`src/rtl/msfsm_event_join_if.sv`:
```
// -----------------------------------------------------------------------------
// msfsm_event_join_if
//
// Purpose
//   Bundles the enable, control and status signals exchanged between a set of
//   multi-synchronised Mealy FSMs (plus whoever reads the joined events) and
//   the msfsm_event_join block. clk and reset are not part of the bundle.
//
// Signals
//   en_i        FSM f's enable for event e, at bit f*N_EVT+e
//   stall_clr_i one-cycle pulse that clears every sticky stall flag
//   cnt_sel_i   event index selected for fire-count readout
//   evt_o       registered one-cycle fire pulse per event
//   pend_o      registered "some but not all owners enabled" per event
//   stall_o     sticky stall flag per event
//   cnt_o       fire count of the event chosen by cnt_sel_i
//
// Modports
//   master  drives enables and controls, observes the join outputs
//   slave   the join block itself
// -----------------------------------------------------------------------------
interface msfsm_event_join_if #(
  parameter int N_FSM = 2,
  parameter int N_EVT = 9
);

  logic [N_FSM*N_EVT-1:0] en_i;
  logic                   stall_clr_i;
  logic [5:0]             cnt_sel_i;
  logic [N_EVT-1:0]       evt_o;
  logic [N_EVT-1:0]       pend_o;
  logic [N_EVT-1:0]       stall_o;
  logic [15:0]            cnt_o;

  modport master (
    output en_i,
    output stall_clr_i,
    output cnt_sel_i,
    input  evt_o,
    input  pend_o,
    input  stall_o,
    input  cnt_o
  );

  modport slave (
    input  en_i,
    input  stall_clr_i,
    input  cnt_sel_i,
    output evt_o,
    output pend_o,
    output stall_o,
    output cnt_o
  );

endinterface

```
`src/rtl/msfsm_event_join.sv`:
```
// -----------------------------------------------------------------------------
// msfsm_event_join
//
// Purpose
//   Synchronous join for a set of N_FSM multi-synchronised Mealy FSMs that
//   share N_EVT output events. An event fires only when every FSM that owns it
//   (OWN_MASK bit f*N_EVT+e) has its enable raised. Each event runs its own
//   small handshake FSM, so a held set of enables produces exactly one
//   registered one-cycle pulse; the owners must all drop their enables before
//   the event can fire again. Events stuck with only part of their owners
//   enabled are timed and flagged with a sticky stall bit.
//
// Ports
//   clk    system clock, rising edge
//   reset  synchronous, active-high; aborts any handshake in flight
//   bus    msfsm_event_join_if.slave:
//            en_i, stall_clr_i, cnt_sel_i in; evt_o, pend_o, stall_o, cnt_o out
//
// Parameters
//   N_FSM       number of joined FSMs (1..8)
//   N_EVT       number of shared events (1..64)
//   OWN_MASK    ownership map, bit f*N_EVT+e set = FSM f owns event e
//   STALL_W     width of the per-event partial-enable counter
//   STALL_LIMIT partial cycles before the stall flag sets (1 .. 2**STALL_W-1)
//
// Build option
//   EVT_COUNT_EN  when defined, a saturating 16-bit fire counter per event is
//                 kept and cnt_o returns the count of event cnt_sel_i (0 for
//                 an index beyond the last event). When undefined, no
//                 counters exist and cnt_o is constant zero.
// -----------------------------------------------------------------------------
module msfsm_event_join #(
  parameter int                     N_FSM       = 2,
  parameter int                     N_EVT       = 9,
  parameter logic [N_FSM*N_EVT-1:0] OWN_MASK    = '1,
  parameter int                     STALL_W     = 8,
  parameter int                     STALL_LIMIT = 200
) (
  input  logic               clk,
  input  logic               reset,
  msfsm_event_join_if.slave  bus
);

  // Per-event handshake states.
  //   IDLE : no owner enabled
  //   PART : some, but not all, owners enabled (stall timer running)
  //   FIRE : all owners were enabled at the last edge; pulse is out now
  //   DROP : already fired this handshake, waiting for all owners to drop
  localparam logic [1:0] S_IDLE = 2'd0;
  localparam logic [1:0] S_PART = 2'd1;
  localparam logic [1:0] S_FIRE = 2'd2;
  localparam logic [1:0] S_DROP = 2'd3;

  localparam logic [STALL_W-1:0] STALL_MAX   = '1;
  localparam logic [STALL_W-1:0] STALL_ONE   = STALL_W'(1);
  localparam logic [STALL_W:0]   STALL_ONE_W = (STALL_W+1)'(1);
  localparam logic [STALL_W:0]   STALL_LIM_W = (STALL_W+1)'(STALL_LIMIT);

  // Flattened views of the per-event registers, gathered from the generate
  // scopes below.
  logic [N_EVT-1:0] evt_vec;
  logic [N_EVT-1:0] pend_vec;
  logic [N_EVT-1:0] stall_vec;

  genvar gi;
  genvar gf;

  generate
    for (gi = 0; gi < N_EVT; gi++) begin : g_evt

      // Ownership and enables of this event, one bit per FSM.
      logic [N_FSM-1:0] own;
      logic [N_FSM-1:0] en_f;

      for (gf = 0; gf < N_FSM; gf++) begin : g_fsm
        assign own[gf]  = OWN_MASK[gf*N_EVT + gi];
        assign en_f[gf] = bus.en_i[gf*N_EVT + gi];
      end

      logic has_owner;
      logic all_en;
      logic any_en;

      // Non-owner bits are forced to 1 for the AND and to 0 for the OR, so
      // they have no influence. An event nobody owns would otherwise look
      // permanently "all enabled"; has_owner keeps it parked in IDLE.
      assign has_owner = |own;
      assign all_en    = has_owner & (&(en_f | ~own));
      assign any_en    = |(en_f & own);

      logic [1:0]         state_reg;
      logic [1:0]         state_next;
      logic [STALL_W-1:0] stall_cnt_reg;
      logic [STALL_W-1:0] stall_cnt_next;
      logic               evt_reg;
      logic               pend_reg;
      logic               stall_reg;
      logic               stall_next;
      logic               part_hold;
      logic               stall_hit;

      always_comb begin
        state_next = state_reg;
        case (state_reg)
          S_IDLE: begin
            if (all_en)      state_next = S_FIRE;
            else if (any_en) state_next = S_PART;
          end
          S_PART: begin
            // Full enable wins over everything; a complete withdrawal
            // abandons the handshake without a pulse.
            if (all_en)       state_next = S_FIRE;
            else if (!any_en) state_next = S_IDLE;
          end
          S_FIRE: begin
            state_next = any_en ? S_DROP : S_IDLE;
          end
          S_DROP: begin
            // Fire-once: only a full release re-arms the event.
            if (!any_en) state_next = S_IDLE;
          end
          default: state_next = S_IDLE;
        endcase
      end

      // The stall timer counts edges on which the event remains in PART and
      // is cleared by any exit from PART (and while outside PART).
      assign part_hold = (state_reg == S_PART) && (state_next == S_PART);

      always_comb begin
        stall_cnt_next = '0;
        if (part_hold) begin
          stall_cnt_next = (stall_cnt_reg == STALL_MAX) ? stall_cnt_reg
                                                        : stall_cnt_reg + STALL_ONE;
        end
      end

      // The flag sets on the edge the count reaches the limit. Because the
      // counter saturates above the limit, this happens once per PART
      // episode, so a clear issued later in the same episode sticks. A set
      // and a clear on the same edge resolve to set.
      assign stall_hit  = part_hold &&
                          (({1'b0, stall_cnt_reg} + STALL_ONE_W) == STALL_LIM_W);
      assign stall_next = stall_hit | (stall_reg & ~bus.stall_clr_i);

      always_ff @(posedge clk) begin
        if (reset) begin
          state_reg     <= S_IDLE;
          stall_cnt_reg <= '0;
          evt_reg       <= 1'b0;
          pend_reg      <= 1'b0;
          stall_reg     <= 1'b0;
        end else begin
          state_reg     <= state_next;
          stall_cnt_reg <= stall_cnt_next;
          // Outputs are registered copies of the next-state decode, so they
          // are glitch-free and line up exactly with state_reg.
          evt_reg       <= (state_next == S_FIRE);
          pend_reg      <= (state_next == S_PART);
          stall_reg     <= stall_next;
        end
      end

      assign evt_vec[gi]   = evt_reg;
      assign pend_vec[gi]  = pend_reg;
      assign stall_vec[gi] = stall_reg;

    end
  endgenerate

  assign bus.evt_o   = evt_vec;
  assign bus.pend_o  = pend_vec;
  assign bus.stall_o = stall_vec;

`ifdef EVT_COUNT_EN

  // One saturating counter per event, stepped on every FIRE cycle (the
  // cycle evt_o is high).
  logic [15:0] fire_cnt_reg [N_EVT];
  logic [15:0] cnt_rd;

  always_ff @(posedge clk) begin
    if (reset) begin
      for (int i = 0; i < N_EVT; i++) begin
        fire_cnt_reg[i] <= 16'h0;
      end
    end else begin
      for (int i = 0; i < N_EVT; i++) begin
        if (evt_vec[i] && (fire_cnt_reg[i] != 16'hFFFF)) begin
          fire_cnt_reg[i] <= fire_cnt_reg[i] + 16'd1;
        end
      end
    end
  end

  // Compare-and-select read: an index with no matching event falls through
  // to zero without ever indexing past the array.
  always_comb begin
    cnt_rd = 16'h0;
    for (int i = 0; i < N_EVT; i++) begin
      if (bus.cnt_sel_i == 6'(i)) begin
        cnt_rd = fire_cnt_reg[i];
      end
    end
  end

  assign bus.cnt_o = cnt_rd;

`else

  // Counters are not built; the select input is kept on the port but has no
  // effect.
  logic cnt_sel_unused;
  assign cnt_sel_unused = ^bus.cnt_sel_i;
  assign bus.cnt_o      = 16'h0;

`endif

endmodule

```
`src/flat_wrapper.sv`:
```
// flat-port wrapper written by rule: the top's interface ports become plain ports
module msfsm_event_join_flat 
#(
  parameter int                     N_FSM       = 2,
  parameter int                     N_EVT       = 9,
  parameter logic [N_FSM*N_EVT-1:0] OWN_MASK    = '1,
  parameter int                     STALL_W     = 8,
  parameter int                     STALL_LIMIT = 200
)
  (clk, reset, bus_en_i, bus_stall_clr_i, bus_cnt_sel_i, bus_evt_o, bus_pend_o, bus_stall_o, bus_cnt_o);
  msfsm_event_join_if #(.N_FSM(N_FSM), .N_EVT(N_EVT)) bus_i ();
  input  logic clk;
  input  logic reset;
  input wire logic [$bits(bus_i.en_i)-1:0] bus_en_i;
  input wire logic [$bits(bus_i.stall_clr_i)-1:0] bus_stall_clr_i;
  input wire logic [$bits(bus_i.cnt_sel_i)-1:0] bus_cnt_sel_i;
  output wire logic [$bits(bus_i.evt_o)-1:0] bus_evt_o;
  output wire logic [$bits(bus_i.pend_o)-1:0] bus_pend_o;
  output wire logic [$bits(bus_i.stall_o)-1:0] bus_stall_o;
  output wire logic [$bits(bus_i.cnt_o)-1:0] bus_cnt_o;
  assign bus_i.en_i = bus_en_i;
  assign bus_i.stall_clr_i = bus_stall_clr_i;
  assign bus_i.cnt_sel_i = bus_cnt_sel_i;
  assign bus_evt_o = bus_i.evt_o;
  assign bus_pend_o = bus_i.pend_o;
  assign bus_stall_o = bus_i.stall_o;
  assign bus_cnt_o = bus_i.cnt_o;
  msfsm_event_join #(.N_FSM(N_FSM), .N_EVT(N_EVT), .OWN_MASK(OWN_MASK), .STALL_W(STALL_W), .STALL_LIMIT(STALL_LIMIT)) u_core (.clk(clk), .reset(reset), .bus(bus_i));
endmodule
```
`config.mk`:
```
export PLATFORM = sky130hd
export DESIGN_NAME = msfsm_event_join_flat
export DESIGN_NICKNAME = d
export VERILOG_FILES = /design/src/rtl/msfsm_event_join_if.sv /design/src/rtl/msfsm_event_join.sv /design/src/flat_wrapper.sv
export SDC_FILE = /design/constraint.sdc
export NUM_CORES = 1
export LEC_CHECK = 0
export ABC_AREA = 1
export CAP_MARGIN = 20
export CORE_MARGIN = 2
export CORE_UTILIZATION = 60
export DETAILED_ROUTE_END_ITERATION = 8
export DONT_BUFFER_PORTS = 1
export GPL_ROUTABILITY_DRIVEN = 0
export PLACE_DENSITY = 0.85
export RECOVER_POWER = 100
export SYNTH_ARGS = -nofsm -noshare
export SYNTH_HDL_FRONTEND = slang
export SYNTH_SLANG_ARGS = --single-unit
```
`constraint.sdc`:
```
create_clock -name clk -period 1.8 [get_ports clk]
set_input_delay 0.36 -clock clk [delete_from_list [all_inputs] [get_ports clk]]
set_output_delay 0.36 -clock clk [all_outputs]
set_load 0.03 [all_outputs]
```
=== Word-level counts from Yosys, hierarchy flattened ===
Index checks and enable logic that the tools add are counted.
W data, S select, Z words.

* Flip-flop bits (word level): 117
* Word-level logic and storage cells: 262
* Input bits: 27
* Output and inout bits: 43

* Muxes and demuxes: 54
* Bitwise gates (word level): 28
* Reductions and logical operators: 54
* Add/sub/neg operators: 18
* Equal/unequal tests: 63

{| class="wikitable"
|+ Operators by type and width
! kind !! count
|-
| $mux W2 || 45
|-
| $add A8 B1 Y9 const B || 9
|-
| $eq A9 B8 Y1 const B || 9
|-
| $add A8 B1 Y8 const B || 9
|-
| $eq A8 B8 Y1 const B || 9
|-
| $pmux W2 S4 || 9
|-
| $eq A2 B2 Y1 const B || 27
|-
| $eq A2 B1 Y1 const B || 18
|-
| $reduce_or A2 Y1 || 18
|-
| $logic_and A1 B1 Y1 || 18
|-
| $logic_not A2 Y1 || 9
|-
| $reduce_and A2 Y1 || 9
|-
| $not A1 Y1 || 10
|-
| $and A1 B1 Y1 || 9
|-
| $or A1 B1 Y1 || 9
|}

=== Logic depth before layout (Yosys ltp) ===
* Depth in word-level cells: 8
* Depth in mapped cells: 10
* Mapped depth without buffers: 10

=== Worst setup path before layout ===
No wires, ideal clock.

* Path kind: register to register
* Start point: reg u_core.g_evt[2].stall_cnt_reg[0]
* End point: reg u_core.g_evt[2].stall_cnt_reg[1]
* Cell stages (with the launch flop): 11
* Period minus slack after synthesis: 1310 ps
* Arrival time: 1197 ps
* Path slack: 490 ps
* Cells stage by stage: dfxtp_1 ha_1 nand2_1 inv_1 nand2_2 nor2_4 inv_2 nor2_2 nor2_1 o21ai_1 inv_1

* Longest elaborated chain between the ends: 1

{| class="wikitable"
|+ Ends and longest elaborated chain
! what !! line !! text
|-
| start: declaration || msfsm_event_join.sv:93 || <nowiki>logic [STALL_W-1:0] stall_cnt_reg;</nowiki>
|-
| start signal: assignment || msfsm_event_join.sv:155 || <nowiki>stall_cnt_reg <= stall_cnt_next;</nowiki>
|-
| $add A8 B1 Y8 / $eq A8 B8 Y1 (equally long branches) || msfsm_event_join.sv:134, msfsm_event_join.sv:133 ||
|}

Parallel ways exist; a longest one is shown, timed or not.
A chain may end at the register's enable or synchronous reset.

=== Worst setup path in the final report ===
* Start point: reg u_core.g_evt[8].stall_cnt_reg[1]
* End point: reg u_core.g_evt[8].stall_reg

* Longest elaborated chain between the ends: 4

{| class="wikitable"
|+ Ends and longest elaborated chain
! what !! line !! text
|-
| start: declaration || msfsm_event_join.sv:93 ||
|-
| start signal: assignment || msfsm_event_join.sv:155 ||
|-
| $add A8 B1 Y9 || msfsm_event_join.sv:143 || <nowiki>(({1'b0, stall_cnt_reg} + STALL_ONE_W) == STALL_LIM_W);</nowiki>
|-
| $eq A9 B8 Y1 || msfsm_event_join.sv:143 ||
|-
| $logic_and A1 B1 Y1 || msfsm_event_join.sv:142 || <nowiki>assign stall_hit = part_hold &&</nowiki>
|-
| $or A1 B1 Y1 || msfsm_event_join.sv:144 || <nowiki>assign stall_next = stall_hit | (stall_reg & ~bus.stall_clr_i);</nowiki>
|-
| end signal: assignment || msfsm_event_join.sv:160 || <nowiki>stall_reg <= stall_next;</nowiki>
|-
| end: declaration || msfsm_event_join.sv:97 || <nowiki>logic stall_reg;</nowiki>
|}

No other way between the ends.

==> results.tsv <==
metric	value	unit
post-route cell area	6420	µm²
TritonCTS buffer count	17	
post-synthesis sequential area ratio	0.395	
Final Cycle Share	0.934	
Fin Setup TNS	0	ns
vias in the first global route	4582	
H-tree level count	4	
Syn. warnings	0	
Setup CP Type	reg -> reg	
post-cts resize count	0	
crit path DAT	2.10	ns
status	finished, violations left	
Starting Density	0.613	
Cell Area, Placed	5800	µm²
RSZ-0062 raised after global routing	false	
Clock Skew	0.00688	ns
Syn Inst Count	842	
crit path max fanout	7	
commonest cells after routing, fill and taps aside	nand2_1, inv_1, dfxtp_1, nor2_1, nand3_1	
GRT overflow	0	
Reg area	2340	µm²
power per cell area	990	nW/µm²
global-route wire length before repair	19800	µm
Cell Area, Synth	5940	µm²
die height	103	µm
Final min period	1.68	ns
type of origin of the critical path	flop	
GRT Total Usage	0.237	
CTS tree	built	
ant diodes	0	
max-slew violations	0	
Peak supply drop	0.485	mV
vias per cell	5.10	
worst min-delay path class	in -> reg	
initial antenna violation count	0	
vias post-DR	5003	
Initial DRC Count	278	
WP data required	2.22	ns
Sink Count	117	
antenna viol nets, final	0	
filler instances	789	
FP Rows	36	
failing checks	hold timing	
max FFs per register	72	
Pre-antenna DRT Iters	5	
Final Hold Fails	1	
Die X	103	µm
Root Buffer	clkbuf_8	
max_cap viols	0	
LEAKAGE	2.91	nW
Port Buffer Count	0	
Max clock buf depth	2	
clock-pin slew on the worst setup and hold paths	0.06	ns
post-DR wirelength/cell	12.2	µm
final core occ	0.663	
Routed WL	12000	µm
die area	10700	µm²
Syn-to-layout area delta	8.20	%
commonest non-fill, non-tap cell in the layout	nand2_1	
final setup vio count	0	
layout cells sized above 1	0.0802	
Ports	70	
Tot Pwr	6.36	mW
DP Worst Slack	0.280	ns
DRC	0	
final net count	879	
Clock Latency Late Sink	0.53	ns
post-synth cell types	34	
placed cells	942	
flops & latches, synth	117	
CP Capture Type	flop	
Syn Area/Cell	7.05	µm²
R2R setup slack	0.12	ns
multi-input gate area in the final layout	2730	µm²
worst hold slack	-0.00423	ns
Post-DP HPWL	7950	µm
Final Non-Filler Cells	981	
post-layout worst setup margin	0.119	ns
Core Region	9680	µm²
Max Freq	0.595	GHz
largest net degree at the start of global routing	29	
## final cells by class
type                            count  share of cell area
Clock buffer                       22              0.0736
Clock inverter                      9              0.0195
Inverter                          132              0.0775
Multi-Input combinational cell    560               0.425
Sequential cell                   117               0.365
Tap cell                          133              0.0259
Timing Repair Buffer                8              0.0140
## cell families (layout without fill, tap and decap cells)
kind of cell / Yosys count / after routing / synth area share
AND/OR/NAND/NOR: 418 / 418 / 0.320
buffers and inverters: 180 / 171 / 0.144
flip-flops: 117 / 117 / 0.395
AO/OA/AOI/OAI: 100 / 100 / 0.0927
adder cells (fa/ha/maj): 16 / 16 / 0.0337
XOR/XNOR: 10 / 10 / 0.0148
other: 1 / 16 / 0.000632
## critical path, stage by stage, from the launching register on
cell and delay [ns]:
dfxtp_1 0.43, ha_1 0.24, nand2_1 0.11, nor2_1 0.21, nand2_1 0.23, nand3_1 0.15, nor2_1 0.06, nand3_1 0.07
a21oi_1 0.06
## routing by layer
metal / global-route usage / routed length [µm] / up-vias / share of wire
met5: 0 / 0 / - / 0
met4: 0.0921 / 235 / 0 / 0.020
met1: 0.285 / 5160 / 2250 / 0.43
met2: 0.402 / 5930 / 154 / 0.50
li1: - / - / 2571 / -
met3: 0.0665 / 633 / 28 / 0.053
## timing repair
action	in CTS	in global routing
buffers inserted	0	0
hold buffers	8	0
endpoints found under the hold margin	31	0
endpoints found under the setup margin	0	0
## path summary, 6_finish.rpt
path	start	endpoint	depth (start not counted)
min	bus_en_i[14]	u_core.g_evt[5].evt_reg	2
min reg2reg	u_core.g_evt[0].state_reg[1]	u_core.g_evt[0].evt_reg	1
max	u_core.g_evt[8].stall_cnt_reg[1]	u_core.g_evt[8].stall_reg	8
max reg2reg	u_core.g_evt[8].stall_cnt_reg[1]	u_core.g_evt[8].stall_reg	8
## power breakdown
group          switching [mW]  internal [mW]  leakage, nW
clock network            1.15           2.24        0.293
logic                   0.168         0.0688         1.67
registers              0.0871           2.65        0.951
## synthesized netlist by cell type
master	n	area, µm²
nand3b_2	1	11.3
o21bai_1	6	45.0
nor4_4	2	42.5
conb_1	1	3.75
a31oi_1	12	75.1
a21oi_2	1	8.76
a211oi_1	2	15.0
inv_4	1	6.26
nor2_2	5	31.3
clkinv_1	1	3.75
nand2_1	208	781
o21ai_2	3	26.3
nor2_1	92	345
o21ai_1	5	25.0
ha_1	16	200
nor3_2	1	10.0
nand2_2	10	62.6
or2_2	3	18.8
inv_1	124	465
nor3_1	13	65.1
nand3_1	55	275
a21oi_1	48	240
buf_4	46	345
nor2_4	9	101
o21ai_0	23	115
xor2_1	4	35.0
inv_2	6	22.5
nand3b_1	3	22.5
nand3_2	6	60.1
xnor2_1	6	52.6
nand4_1	8	50.1
dfxtp_1	117	2340
buf_2	2	10.0
nand2_4	2	22.5
(Power assumes the default switching activity.)
==> edit, RTL diff (same flow settings) <==
`N_EVT` is set to 9 in 3 places; all go to 8.
--- a/src/rtl/msfsm_event_join_if.sv
+++ b/src/rtl/msfsm_event_join_if.sv
@@ -21,7 +21,7 @@
 // -----------------------------------------------------------------------------
 interface msfsm_event_join_if #(
   parameter int N_FSM = 2,
-  parameter int N_EVT = 9
+  parameter int N_EVT = 8
 );
 
   logic [N_FSM*N_EVT-1:0] en_i;
--- a/src/rtl/msfsm_event_join.sv
+++ b/src/rtl/msfsm_event_join.sv
@@ -31,7 +31,7 @@
 // -----------------------------------------------------------------------------
 module msfsm_event_join #(
   parameter int                     N_FSM       = 2,
-  parameter int                     N_EVT       = 9,
+  parameter int                     N_EVT       = 8,
   parameter logic [N_FSM*N_EVT-1:0] OWN_MASK    = '1,
   parameter int                     STALL_W     = 8,
   parameter int                     STALL_LIMIT = 200
--- a/src/flat_wrapper.sv
+++ b/src/flat_wrapper.sv
@@ -2,7 +2,7 @@
 module msfsm_event_join_flat 
 #(
   parameter int                     N_FSM       = 2,
-  parameter int                     N_EVT       = 9,
+  parameter int                     N_EVT       = 8,
   parameter logic [N_FSM*N_EVT-1:0] OWN_MASK    = '1,
   parameter int                     STALL_W     = 8,
   parameter int                     STALL_LIMIT = 200
Interface: changed (resized bus_en_i, bus_evt_o, bus_pend_o and bus_stall_o); port bits go from 70 to 65. The function was not compared with the original's and may differ.
==> edit against the original RTL <==
- via count is 11% lower
- die area shrank 9.1%
- power shrank 39%
- worst hold slack improved by 0.075 ns
- worst setup slack improved by 0.14 ns
- synthesized cell count fell by 6.7%
- global-route usage down 2.6 points
- wire length is 19% lower
- final area decreased by 16%
- sequential cell count decreased by 13
- synthesized area is 9.4% lower
- critical endpoint is now u_core.g_evt[7].stall_reg
- largest power group is now registers
==> edit: results <==
status:
  status: "complete, no violations"
pwr:
  vdd_drop_max_mv: 0.4317
  leakage_nw: 2.424
place:
  hpwl_um: 7366
  dpl.cell_count: 864
  post-place-ws_ns: 0.3135
clock_tree:
  cts_resized: 0
  cts-buffers-inserted: 9
  path_clk_slew_ns: 0.09
  cts_max_level: 3
  insertion_delay_ns: 0.35
  postCtsSetupBuffers: 0
  clockRootBuffer: "clkbuf_8"
detailed_routing:
  firstDrtPassIters: 4
  wl_um: 9742
  vias: 4473
  dr.first_iter.drc_count: 174
synth:
  synthTopCellsByArea: "dfxtp_1 (39%), nand2_1 (14%), inv_1 (8.1%)"
  ys_async_sr_fraction: 0
  synthTopCellsByCount: "nand2_1 (203), inv_1 (116), dfxtp_1 (104)"
  synth_top_flop_cell: "dfxtp_1"
  synthCells: 786
  yosysUniqueCellTypes: 32
  synth_edf_count: 0
  ys_seq_area_frac: 0.3872
setup_path:
  critical-path-max-stage-delay_ns: 0.34
  critical_path_arrival_ns: 1.82
  worstRegToRegCells: 8
  critPathMaxFanout: 9
global_route:
  grt_max_degree: 37
  track_usage: 0.2113
  grt_first_pass_wirelength_um: 17340
  antenna_found_initial: 0
  grt_pass1_vias: 4242
job:
  drv_cap: 0
worst_hold_path:
  hold_class: "in -> reg"
  holdPathStages: 1
finish:
  drive_above_1_share: 0.05707
  largest_register_ffs: 64
  final_nets: 806
  fillCellCount: 794
  fin_cells: 879
timing:
  clock_skew_ns: 0.008006
edit: cell count changes in the layout (fill, tap and decap cells not counted), moves of 6 or more:
cell,unedited run,this run
dlygate4sd3_1,7,0
a21oi_1,49,39
clkbuf_8,5,11
nand3_2,6,0
clkbuf_16,16,0
dfxtp_1,117,104
o21ai_0,28,22
o21ai_1,1,9
inv_1,127,121
edit: metrics by stage:
| step | instance area, um^2 | total power [mW] |
|---|---|---|
| 4_1_cts | 5405 | 3.955 |
| 3_3_place_gp | 5239 | 2.669 |
| 3_5_place_dp | 5239 | 2.678 |
| 6_report | 5370 | 3.898 |
| 5_1_grt | 5370 | 4.059 |
| 2_1_floorplan | 5434 | 2.708 |
edit: report_power, final:
part / total [mW] / switching [mW] / internal [mW]
clock: 1.28 / 0.703 / 0.576
sequential: 2.43 / 0.0742 / 2.35
combinational: 0.192 / 0.143 / 0.0488
edit: layout make-up:
type | instances | share of cell area
tap | 108 | 0.02516
clock buffer | 15 | 0.03099
multi-input combinational | 523 | 0.4658
inverter | 129 | 0.09040
sequential | 104 | 0.3877
edit: worst paths after layout:
path | from | endpoint | slack, ns
worst max register to register | u_core.g_evt[7].stall_cnt_reg[0] | u_core.g_evt[7].stall_reg | 0.26
worst max-delay path | u_core.g_evt[7].stall_cnt_reg[0] | u_core.g_evt[7].stall_reg | 0.26
worst min-delay path | reset | u_core.g_evt[6].stall_reg | 0.07
worst min register to register | u_core.g_evt[7].state_reg[1] | u_core.g_evt[7].evt_reg | 0.43
edit: logic make-up (layout without fill, tap and decap cells):
family                     Yosys count  in the layout  share of synthesized area
other                                1             16                  0.0006973
buffers and inverters              174            144                     0.1517
xor gates and xnor gates             2              2                   0.003258
and+or+nand+nor                    399            399                     0.3302
AOI/OAI and AO/OA                   92             92                    0.09446
adders and majority gates           14             14                    0.03257
DFF                                104            104                     0.3872
edit: layer usage:
layer / vias to the layer above / global-route usage / routed length, um
met5: - / 0 / 0
met2: 75 / 0.3820 / 4865
li1: 2356 / - / -
met1: 2033 / 0.2542 / 4469
met3: 9 / 0.03404 / 299
met4: 0 / 0.07271 / 107
edit: critical path: cells and delay by family (launching register included):
kind | cells | cell delay, ns
simple gates | 5 | 0.74
flops | 1 | 0.34
fa+ha+maj | 1 | 0.26
compound gates | 1 | 0.11
buf+inv | 1 | 0.04
